$ cat src/rtl/ram_stream_reader.sv
// Streams a contiguous (wrapping) region of a 1-cycle-latency RAM out as valid/ready words.
// Optional macro RAM_READER_LAST_EN adds an out_last sideband marking the final word.
module ram_stream_reader #(
  parameter int DATA_WIDTH = 8,
  parameter int ADDR_WIDTH = 6
) (
  input  logic                  clock,
  input  logic                  reset,
  input  logic                  start,
  input  logic [ADDR_WIDTH-1:0] base_addr,
  input  logic [ADDR_WIDTH:0]   length,
  output logic                  busy,
  output logic                  done,
  output logic [ADDR_WIDTH-1:0] read_addr,
  input  logic [DATA_WIDTH-1:0] q,
  output logic [DATA_WIDTH-1:0] out_data,
  output logic                  out_valid,
  input  logic                  out_ready
`ifdef RAM_READER_LAST_EN
  ,
  output logic                  out_last
`endif
);

  localparam int FIFO_DEPTH = 4;

  typedef enum logic [1:0] {S_IDLE, S_ISSUE, S_DRAIN} state_t;

  state_t                r_state, w_state_nxt;
  logic                  r_done, w_done_nxt;
  logic [ADDR_WIDTH:0]   r_remaining;
  logic [ADDR_WIDTH-1:0] r_next_addr;
  logic [ADDR_WIDTH-1:0] r_read_addr;
  logic                  r_vld_p0, r_vld_p1;
  logic [2:0]            r_count;
  logic [1:0]            r_wr_ptr, r_rd_ptr;
  logic [DATA_WIDTH-1:0] r_mem [FIFO_DEPTH];

  logic [2:0] w_inflight;
  logic [2:0] w_count_nxt;
  logic       w_issue, w_push, w_pop, w_accept, w_finish, w_last_issue;

  // A read is only issued if the FIFO is guaranteed room when its data returns.
  assign w_inflight   = {2'b00, r_vld_p0} + {2'b00, r_vld_p1};
  assign w_issue      = (r_state == S_ISSUE) && ((r_count + w_inflight) < 3'd4);
  assign w_last_issue = (r_remaining == (ADDR_WIDTH+1)'(1));
  assign w_push       = r_vld_p1;
  assign w_pop        = out_valid & out_ready;
  assign w_count_nxt  = r_count + {2'b00, w_push} - {2'b00, w_pop};
  assign w_accept     = (r_state == S_IDLE) && start;
  assign w_finish     = (r_state == S_DRAIN) && !r_vld_p0 && !r_vld_p1 &&
                        (w_count_nxt == 3'd0);

  always_comb begin
    w_state_nxt = r_state;
    w_done_nxt  = 1'b0;
    case (r_state)
      S_IDLE: begin
        if (start) begin
          if (length != '0) w_state_nxt = S_ISSUE;
          else              w_done_nxt  = 1'b1;
        end
      end
      S_ISSUE: begin
        if (w_issue && w_last_issue) w_state_nxt = S_DRAIN;
      end
      S_DRAIN: begin
        if (w_finish) begin
          w_state_nxt = S_IDLE;
          w_done_nxt  = 1'b1;
        end
      end
      default: w_state_nxt = S_IDLE;
    endcase
  end

  always_ff @(posedge clock or posedge reset) begin
    if (reset) begin
      r_state     <= S_IDLE;
      r_done      <= 1'b0;
      r_remaining <= '0;
      r_next_addr <= '0;
      r_read_addr <= '0;
      r_vld_p0    <= 1'b0;
      r_vld_p1    <= 1'b0;
      r_count     <= 3'd0;
      r_wr_ptr    <= 2'd0;
      r_rd_ptr    <= 2'd0;
    end else begin
      r_state <= w_state_nxt;
      r_done  <= w_done_nxt;
      if (w_accept && (length != '0)) begin
        r_remaining <= length;
        r_next_addr <= base_addr;
      end
      // Stage p0: address presented to the RAM
      if (w_issue) begin
        r_read_addr <= r_next_addr;
        r_next_addr <= r_next_addr + ADDR_WIDTH'(1);
        r_remaining <= r_remaining - (ADDR_WIDTH+1)'(1);
      end
      r_vld_p0 <= w_issue;
      // Stage p1: RAM q valid, pushed into the FIFO on the following edge
      r_vld_p1 <= r_vld_p0;
      if (w_push) r_wr_ptr <= r_wr_ptr + 2'd1;
      if (w_pop)  r_rd_ptr <= r_rd_ptr + 2'd1;
      r_count <= w_count_nxt;
    end
  end

  always_ff @(posedge clock) begin
    if (w_push) r_mem[r_wr_ptr] <= q;
  end

`ifdef RAM_READER_LAST_EN
  logic r_last_p0, r_last_p1;
  logic r_last_mem [FIFO_DEPTH];

  always_ff @(posedge clock) begin
    if (w_issue) r_last_p0 <= w_last_issue;
    r_last_p1 <= r_last_p0;
    if (w_push) r_last_mem[r_wr_ptr] <= r_last_p1;
  end

  assign out_last = out_valid & r_last_mem[r_rd_ptr];
`endif

  assign busy      = (r_state != S_IDLE);
  assign done      = r_done;
  assign read_addr = r_read_addr;
  assign out_valid = (r_count != 3'd0);
  assign out_data  = r_mem[r_rd_ptr];

endmodule
$ cat config.mk
export PLATFORM = sky130hd
export DESIGN_NAME = ram_stream_reader
export DESIGN_NICKNAME = d
export VERILOG_FILES = /design/src/rtl/ram_stream_reader.sv
export SDC_FILE = /design/constraint.sdc
export NUM_CORES = 1
export LEC_CHECK = 0
export CORE_MARGIN = 5
export CORE_UTILIZATION = 55
export DETAILED_ROUTE_END_ITERATION = 12
export GPL_TIMING_DRIVEN = 0
export PLACE_DENSITY = 0.81
export SYNTH_ARGS = -nofsm -noshare
export SYNTH_HDL_FRONTEND = slang
export SYNTH_SLANG_ARGS = --single-unit
$ cat constraint.sdc
create_clock -name clock -period 7.68 [get_ports clock]
set_input_delay 1.152 -clock clock [delete_from_list [all_inputs] [get_ports clock]]
set_output_delay 1.152 -clock clock [all_outputs]
set_load 0.01 [all_outputs]
Yosys cells after proc, flatten, opt, wreduce, memory -nomap -nowiden
Memories as Yosys holds them, arrays and structs flattened.
Index checks and enable logic that the tools add are counted.
{ "word_totals": {"wordCells": 59, "ff_bits": 31, "in_bits": 25, "mem_count": 1, "latch_bits": 0, "ram_bits": 32, "mem_bits_ro": 0} }
{ "op_classes": {"reduce_logical": 16, "n_eq_ne": 7, "shifts": 0, "bitwise": 1, "muxes": 15, "add_sub_neg": 8, "div_mod_pow": 0, "magnitude_cmp": 1, "mul": 0} }
{ "mem_list": {"columns": ["memory", "depth", "word_bits", "rd", "rd_ports_with_merged_regs", "wr", "line_no", "text"], "rows": [
  ["r_mem", 4, 8, 1, 0, 1, "37", "logic [DATA_WIDTH-1:0] r_mem [FIFO_DEPTH];"]
]} }
{ "op_table": {"columns": ["operator", "count"], "rows": [
  ["7-bit 2-to-1 mux", 2],
  ["6-bit 2-to-1 mux", 2],
  ["2-bit 2-to-1 mux", 4],
  ["7-bit by 1-bit equality test with 1-bit output (second input constant)", 1],
  ["1-bit logical AND", 7],
  ["7-bit nonzero test", 1],
  ["7-bit by 1-bit subtractor with 7-bit output (second input constant)", 1],
  ["6-bit by 1-bit adder with 6-bit output (second input constant)", 1],
  ["2-bit case mux with 3 select lines", 1],
  ["1-bit 2-to-1 mux", 5],
  ["2-bit by 1-bit adder with 2-bit output (second input constant)", 2],
  ["2-bit by 1-bit inequality test with 1-bit output (second input constant)", 2],
  ["2-bit inequality test (second input constant)", 2],
  ["4-bit AND reduction", 1],
  ["2-bit nonzero test", 2],
  ["3-bit by 1-bit adder with 3-bit output", 1],
  ["3-bit by 2-bit adder with 3-bit output", 1],
  ["3-bit zero test", 1],
  ["3-bit less-than comparator (second input constant)", 1],
  ["3-bit nonzero test", 1],
  ["3-bit by 1-bit subtractor with 3-bit output", 1],
  ["1-bit by 1-bit adder with 2-bit output", 1],
  ["2-bit by 1-bit equality test with 1-bit output (second input constant)", 1],
  ["2-bit equality test (second input constant)", 1],
  ["other kinds (4)", 5]
]} }

Depth between registers and ports, before layout
Gate-level depths: netlist of run 1.
{ "logic_depth": {"ltp_word": 7, "mapped_depth": 9} }

Worst setup path before layout of run 1
No wires, ideal clock.
{ "synth_timing": {"path_kind": "input -> register", "start": "input out_ready", "end": "register r_done, in the netlist done", "required_time_ns": 7.585, "t_arrival_ns": 2.948, "stages": 7, "setup_slack_ns": 4.637, "cell_sequence": "and2_1 -> ha_1 -> inv_1 -> ha_1 -> fa_1 -> or4_1 -> o31ai_1"} }
{ "synth_between": {"elab_chain_cells": 6} }
{ "synth_rtl": {"columns": ["item", "line_no", "text"], "rows": [
  ["start, declared", "18", "input logic out_ready"],
  ["1-bit AND", "48", "assign w_pop = out_valid & out_ready;"],
  ["3-bit by 1-bit subtractor with 3-bit output", "49", "assign w_count_nxt = r_count + {2'b00, w_push} - {2'b00, w_pop};"],
  ["via w_count_nxt[1]", "40", "logic [2:0] w_count_nxt;"],
  ["3-bit zero test", "52", "(w_count_nxt == 3'd0);"],
  ["1-bit logical AND", "51", "assign w_finish = (r_state == S_DRAIN) && !r_vld_p0 && !r_vld_p1 &&"],
  ["1-bit 2-to-1 mux", "68", "if (w_finish) begin"],
  ["1-bit case mux with 2 select lines", "57", "case (r_state)"],
  ["via w_done_nxt", "30", "logic r_done, w_done_nxt;"],
  ["end signal, assigned", "91", "r_done <= w_done_nxt;"],
  ["end, declared", "30", null]
]} }
The timed path passes the listed nets, and every way through them passes these cells.
A chain may end at the register's enable or synchronous reset.

Worst setup path in the final report of run 1
{ "layout_timing": {"start": "input out_ready", "end": "register r_done, in the netlist done"} }
{ "layout_between": {"elab_chain_cells": 6} }
{ "layout_rtl": {"columns": ["item", "line_no", "text"], "rows": [
  ["1-bit AND", "48", null],
  ["via w_pop", "41", "logic w_issue, w_push, w_pop, w_accept, w_finish, w_last_issue;"],
  ["3-bit by 1-bit subtractor with 3-bit output", "49", null],
  ["via w_count_nxt[1]", "40", null],
  ["3-bit zero test", "52", null],
  ["1-bit logical AND", "51", null],
  ["1-bit 2-to-1 mux", "68", null],
  ["1-bit case mux with 2 select lines", "57", null],
  ["via w_done_nxt", "30", null]
]} }
The timed path passes the listed nets, and every way through them passes these cells.

==> results of run 1 <==
-- final timing paths --
check,from,endpoint,slack [ps],cells past startpoint
max,out_ready,done,4360,8
max reg2reg,r_count[1],done,4700,8
min,r_vld_p0,r_vld_p1,440,0
min in group asynchronous,reset,read_addr[2],1110,2
min reg2reg,r_vld_p0,r_vld_p1,440,0
max in group asynchronous,reset,r_wr_ptr[0],6120,3
-- metal layers --
layer  global-route usage  vias to the layer above  routed length, um
met3               0.0477                        8                264
met5                    0                        -                  0
met4               0.0797                        0                 87
li1                     -                      901                  -
met1                0.258                      951               2500
met2                0.286                       59               2790
-- area by class of cell --
| type | instances | area share |
|---|---|---|
| Buffer | 9 | 0.0178 |
| Clock buffer | 15 | 0.0437 |
| Clock inverter | 1 | 0.00838 |
| Multi-Input combinational cell | 130 | 0.283 |
| Timing Repair Buffer | 42 | 0.122 |
| Sequential cell | 63 | 0.485 |
| Inverter | 12 | 0.0161 |
| Tap cell | 70 | 0.0244 |
-- worst reg2reg max path: cells and delay by family, from the launching register on --
family	cells	cell delay, ps
AOI/OAI and AO/OA	1	290
buffers and inverters	1	40
adders and majority gates	3	910
DFF	1	450
and+or+nand+nor	3	1170
-- cells in the mapped netlist, drive strengths merged, types with 2 or more instances --
library cell,n,area (um2)
inv,11,41.3
mux4,8,180
o21ai,4,20.0
a21boi,2,15.0
nand3,3,15.0
xnor2,2,17.5
nor3,11,60.1
edfxtp,32,961
ha,10,125
buf,8,60.1
nand4,3,18.8
dfrtp,31,776
a311oi,2,23.8
or4,2,15.0
and2,5,31.3
xor2,3,26.3
a221o,4,40.0
nand2,25,93.8
and3,3,18.8
nor2,11,41.3
nand2b,2,12.5
o22ai,3,18.8
a21oi,2,10.0
mux2i,3,30.0
-- power by group through the flow --
stage / sequential [W] / clock [W] / combinational, W
detailed placement: 0.000575 / 0 / 0.000686
floorplan: 0.000560 / 0 / 0.000472
CTS: 0.000570 / 0.000278 / 0.000692
global route: 0.000586 / 0.000300 / 0.000760
global placement: 0.000569 / 0 / 0.000666
finish: 0.000572 / 0.000275 / 0.000684
-- per-stage QoR --
step / total power, W / instance area, um2
floorplan: 0.00103 / 2870
global placement: 0.00123 / 3370
detailed placement: 0.00126 / 3370
CTS: 0.00154 / 3550
global route: 0.00165 / 3580
finish: 0.00153 / 3580
-- logic make-up after synthesis --
kind of cell / count (synthesis)
AOI/OAI and AO/OA: 31
xor gates and xnor gates: 5
adders and majority gates: 11
buffers and inverters: 21
DFF: 63
muxes: 12
and+or+nand+nor: 71
-- flip-flops by register name, summed over array words and instances, names as in the netlist --
register     count
r_count          3
r_vld_p1         1
read_addr        6
r_rd_ptr         2
r_vld_p0         1
r_wr_ptr         2
r_remaining      7
r_state          2
r_mem           32
r_next_addr      6
done             1
==> flow_summary.toml, run 1 <==
[outcome]
status = "finished, final reports clean"

[timing]
skew_ps = 8.35
finalSetupTns_ps = 0
drv_slew = 0
fin_hold_ws_ps = 435
period_needed_ps = 3320
timing.fmax_ghz = 0.302
hold_viol = 0
tightest_slew_ps = 579
period_share = 0.432
slew_headroom = 0.614
setup_violations = 0
rsz0062_at_grt = "no"
setup_slack_ps = 4360

[clocking]
cts_resized = 0
cts_buffers = 9
cts_tree = "built"
path_clk_slew_ps = 60
post_cts_buffers = 0
h-tree-depth = 3
clock_path_buffers = 2
cts_sinks = 63
postCtsHoldBufs = 0
cts_root_buf = "clkbuf_8"
clk_latency_ps = 330

[logic_synthesis]
synth_compound_area_frac = 0.0863
synth_simple_gate_area_frac = 0.123
synth_top_family_by_area = "simple AND/OR/NAND/NOR gates"
synth-edff-count = 32
muxShareOfSynthArea = 0.0772
synth_cells = 214
syn_area_per_cell_um2 = 13.4
yosysWarnings = 0
syn-cell-area_um2 = 2870
synthXorXnorAreaFrac = 0.0153
synthAdderAreaFrac = 0.0506
ys.flop_type = "edfxtp_1"
syn_nets = 250
ys_seq_area_frac = 0.605
async_reset_ff_frac = 0.492
synth_cell_type_count = 53
synth-seq-cells = 63

[cells_and_area]
num_antenna_cells = 0
layout_common_cells = "41 x clkdlybuf4s50_1, 32 x edfxtp_1, 31 x dfrtp_1"
drive_above_1_share = 0.132
fillCellCount = 383
multiInputGateArea_um2 = 1010
syn2layout_area_growth_pct = 24.8
postLayoutCoreUtil = 0.706
layout.cells.non_filler = 342
final_nets = 303
seq_area_um2 = 1740
final_common_cell = "clkdlybuf4s50_1"

[critical_path]
required_ps = 7900
arrival_ps = 3530
startpoint_type = "primary input"
cpMostUsedCell = "ha_1"
endpoint_kind = "register"
critPathTopFamily = "adder cells"
cpPeakStageDelay_ps = 540
path_buf_inv = 2
path_cells = "clkdlybuf4s50_1 > and2_1 > ha_1 > inv_1 > ha_1 > fa_1 > or4_1 > o31ai_1"
cp_max_fo = 3
cpMaxStageDelayCell = "or4_1"
path_class = "primary input to register"

[global_routing]
gr-total-overflow = 0
grt_first_pass_wirelength_mm = 9.23
antenna_found_initial = 0
grtUsageTotal = 0.188
grt_max_degree = 32
grt_pass1_vias = 1882

[drt]
drt_iter0_markers = 160
avgRoutedWirePerCell_um = 16.5
ant_nets = 0
vias = 1919
drc = 0
via_per_inst = 5.61
dr.pass1.iters = 4
wl_mm = 5.64

[floorplan]
die_h_um = 82.2
die_area_um2 = 6760
rows = 26
ioPinCount = 42
die_w_um = 82.2
initial_core_util = 0.566
coreArea_um2 = 5070

[power]
power_density_nw_per_um2 = 427
p_sw_frac = 0.358
ir_worst_vdd_uv = 232
clkPwrFrac = 0.180
intPower_w = 0.000984
seqPwrFrac = 0.374
power.switching_w = 0.000547
p_leak_nw = 1.43
combPwrFrac = 0.447

[placed_design]
dp_cells = 325
port_buffers = 41
place_hpwl_mm = 3.95
gp_congestion = 0.801
dp_slack_ps = 4070

[worst_hold_path]
min_path_type = "register to register"

[job]
max_cap_violations = 0
No activity file was read; power rests on OpenSTA's default activity.
==> inputs of run 2 (changes only) <==
Settings changed: CORE_UTILIZATION 55 to 54, PLACE_DENSITY 0.81 to 0.79.
Clock period 7.68 ns to 3.27 ns, I/O delays scaled along.
==> run 2 against run 1 <==
Clock skew fell by 0.77 ps. Register-to-register slack got worse by 4400 ps. Non-clock buffer count unchanged. Critical endpoint unchanged. Largest cell class unchanged. Largest power group unchanged.
==> flow_summary.toml, run 2 (synthesis results as in run 1) <==
[outcome]
status = "finished, final reports clean"

[timing]
period_share = 0.894
setup_violations = 0
slew_headroom = 0.628
timing.fmax_ghz = 0.342
drv_slew = 0
rsz0062_at_grt = "no"
finalSetupTns_ps = 0
period_needed_ps = 2920
tightest_slew_ps = 557
hold_viol = 0
skew_ps = 7.58

[placed_design]
place_hpwl_mm = 3.90
port_buffers = 41
gp_congestion = 0.750
postPlaceCellArea_um2 = 3370

[cells_and_area]
seq_area_um2 = 1740
final_nets = 303
drive_above_1_share = 0.136
fin_area_um2 = 3550
postLayoutCoreUtil = 0.691
final_common_cell = "clkdlybuf4s50_1"
max_flop_register = "r_mem"
num_antenna_cells = 0
fillCellCount = 412
layout_common_cells = "41 x clkdlybuf4s50_1, 32 x edfxtp_1, 31 x dfrtp_1"
largest_register_ffs = 32
multiInputGateArea_um2 = 1010
reg_top3 = "r_mem: 32 flops, r_remaining: 7 flops"
syn2layout_area_growth_pct = 23.8

[power]
ir_worst_vdd_uv = 708
p_leak_nw = 1.42
power_density_nw_per_um2 = 988

[critical_path]
endpoint_kind = "register"
r2r_slack_ps = 350
required_ps = 3510
cpPeakStageDelay_ps = 570
startpoint_type = "register"
path_cells = "or3_1 > and2_1 > ha_1 > inv_1 > ha_1 > fa_1 > or4_1 > o31ai_1"
cpMostUsedCell = "ha_1"
arrival_ps = 3160
cp_max_fo = 6
path_class = "register to register"
cpMaxStageDelayCell = "or4_1"

[floorplan]
rows = 26
coreArea_um2 = 5140
ioPinCount = 42
initial_core_util = 0.558
die_area_um2 = 6870
die_h_um = 82.9
die_w_um = 82.9

[drt]
ant_nets = 0
wl_mm = 5.57
vias = 1901
avgRoutedWirePerCell_um = 16.3
drt_iter0_markers = 103
dr.pass1.iters = 5
via_per_inst = 5.56
drc = 0

[worst_hold_path]
min_path_type = "register to register"

[clocking]
cts_sinks = 63
clk_latency_ps = 330
path_clk_slew_ps = 70
cts_root_buf = "clkbuf_8"
cts_buffers = 9
post_cts_buffers = 0
h-tree-depth = 3
postCtsHoldBufs = 0
cts_tree = "built"
cts_resized = 0
clock_path_buffers = 2

[global_routing]
grt_max_degree = 32
grt_first_pass_wirelength_mm = 9.45
grt_pass1_vias = 1929
gr-total-overflow = 0
antenna_found_initial = 0
grtUsageTotal = 0.173

[job]
max_cap_violations = 0
## run 2: critical path: cells and delay by family (launching register included)
family / cells / cell delay, ps
AOI/OAI and AO/OA: 1 / 240
adders and majority gates: 3 / 910
buffers and inverters: 1 / 30
DFF: 1 / 440
and+or+nand+nor: 3 / 1210
## run 2: final cells by class
class | instances | area share
clock buffers | 11 | 0.0370
multi-input cells | 130 | 0.285
clock inverters | 5 | 0.00704
repair buffers | 42 | 0.123
flip-flops and latches | 63 | 0.489
well taps | 70 | 0.0247
inverters | 12 | 0.0162
plain buffers | 9 | 0.0180
## run 2: path summary, 6_finish.rpt
path	startpoint	end	cells past startpoint
worst max-delay path	r_count[1]	done	8
worst min-delay path	r_vld_p0	r_vld_p1	0
worst max register to register	r_count[1]	done	8
worst min register to register	r_vld_p0	r_vld_p1	0
max in group asynchronous	reset	r_count[1]	3
min in group asynchronous	reset	read_addr[4]	2
## run 2: per-stage QoR
step	setup slack [ps]	std cells	hold slack (ps)	total power, W
after floorplan	481	214	373	0.00242
after global placement	360	325	404	0.00290
after detailed placement	322	325	402	0.00297
after CTS	334	341	419	0.00353
after global routing	244	342	418	0.00377
final	346	342	415	0.00351
## run 2: routing by layer
| layer | GRT usage | part of all wire | up-vias | routed length (um) |
|---|---|---|---|---|
| li1 | - | - | 902 | - |
| met1 | 0.211 | 0.45 | 955 | 2480 |
| met2 | 0.292 | 0.50 | 34 | 2810 |
| met3 | 0.0475 | 0.035 | 10 | 193 |
| met4 | 0.0654 | 0.015 | 0 | 85 |
| met5 | 0 | 0 | - | 0 |
## run 2: power by group
| part | internal (W) | total, W | switching (W) | leakage (nW) |
|---|---|---|---|---|
| Sequential | 0.00114 | 0.00134 | 0.000198 | 0.656 |
| Combinational | 0.000795 | 0.00162 | 0.000825 | 0.686 |
| Clock | 0.000267 | 0.000550 | 0.000282 | 0.0782 |
| Total | 0.00221 | 0.00351 | 0.00131 | 1.42 |
==> inputs of run 3 (changes only) <==
Settings changed: SETUP_SLACK_MARGIN from default to 0.1.
==> results of run 3 <==
No change in the layout: final DEF, timing and power equal those of run 2.
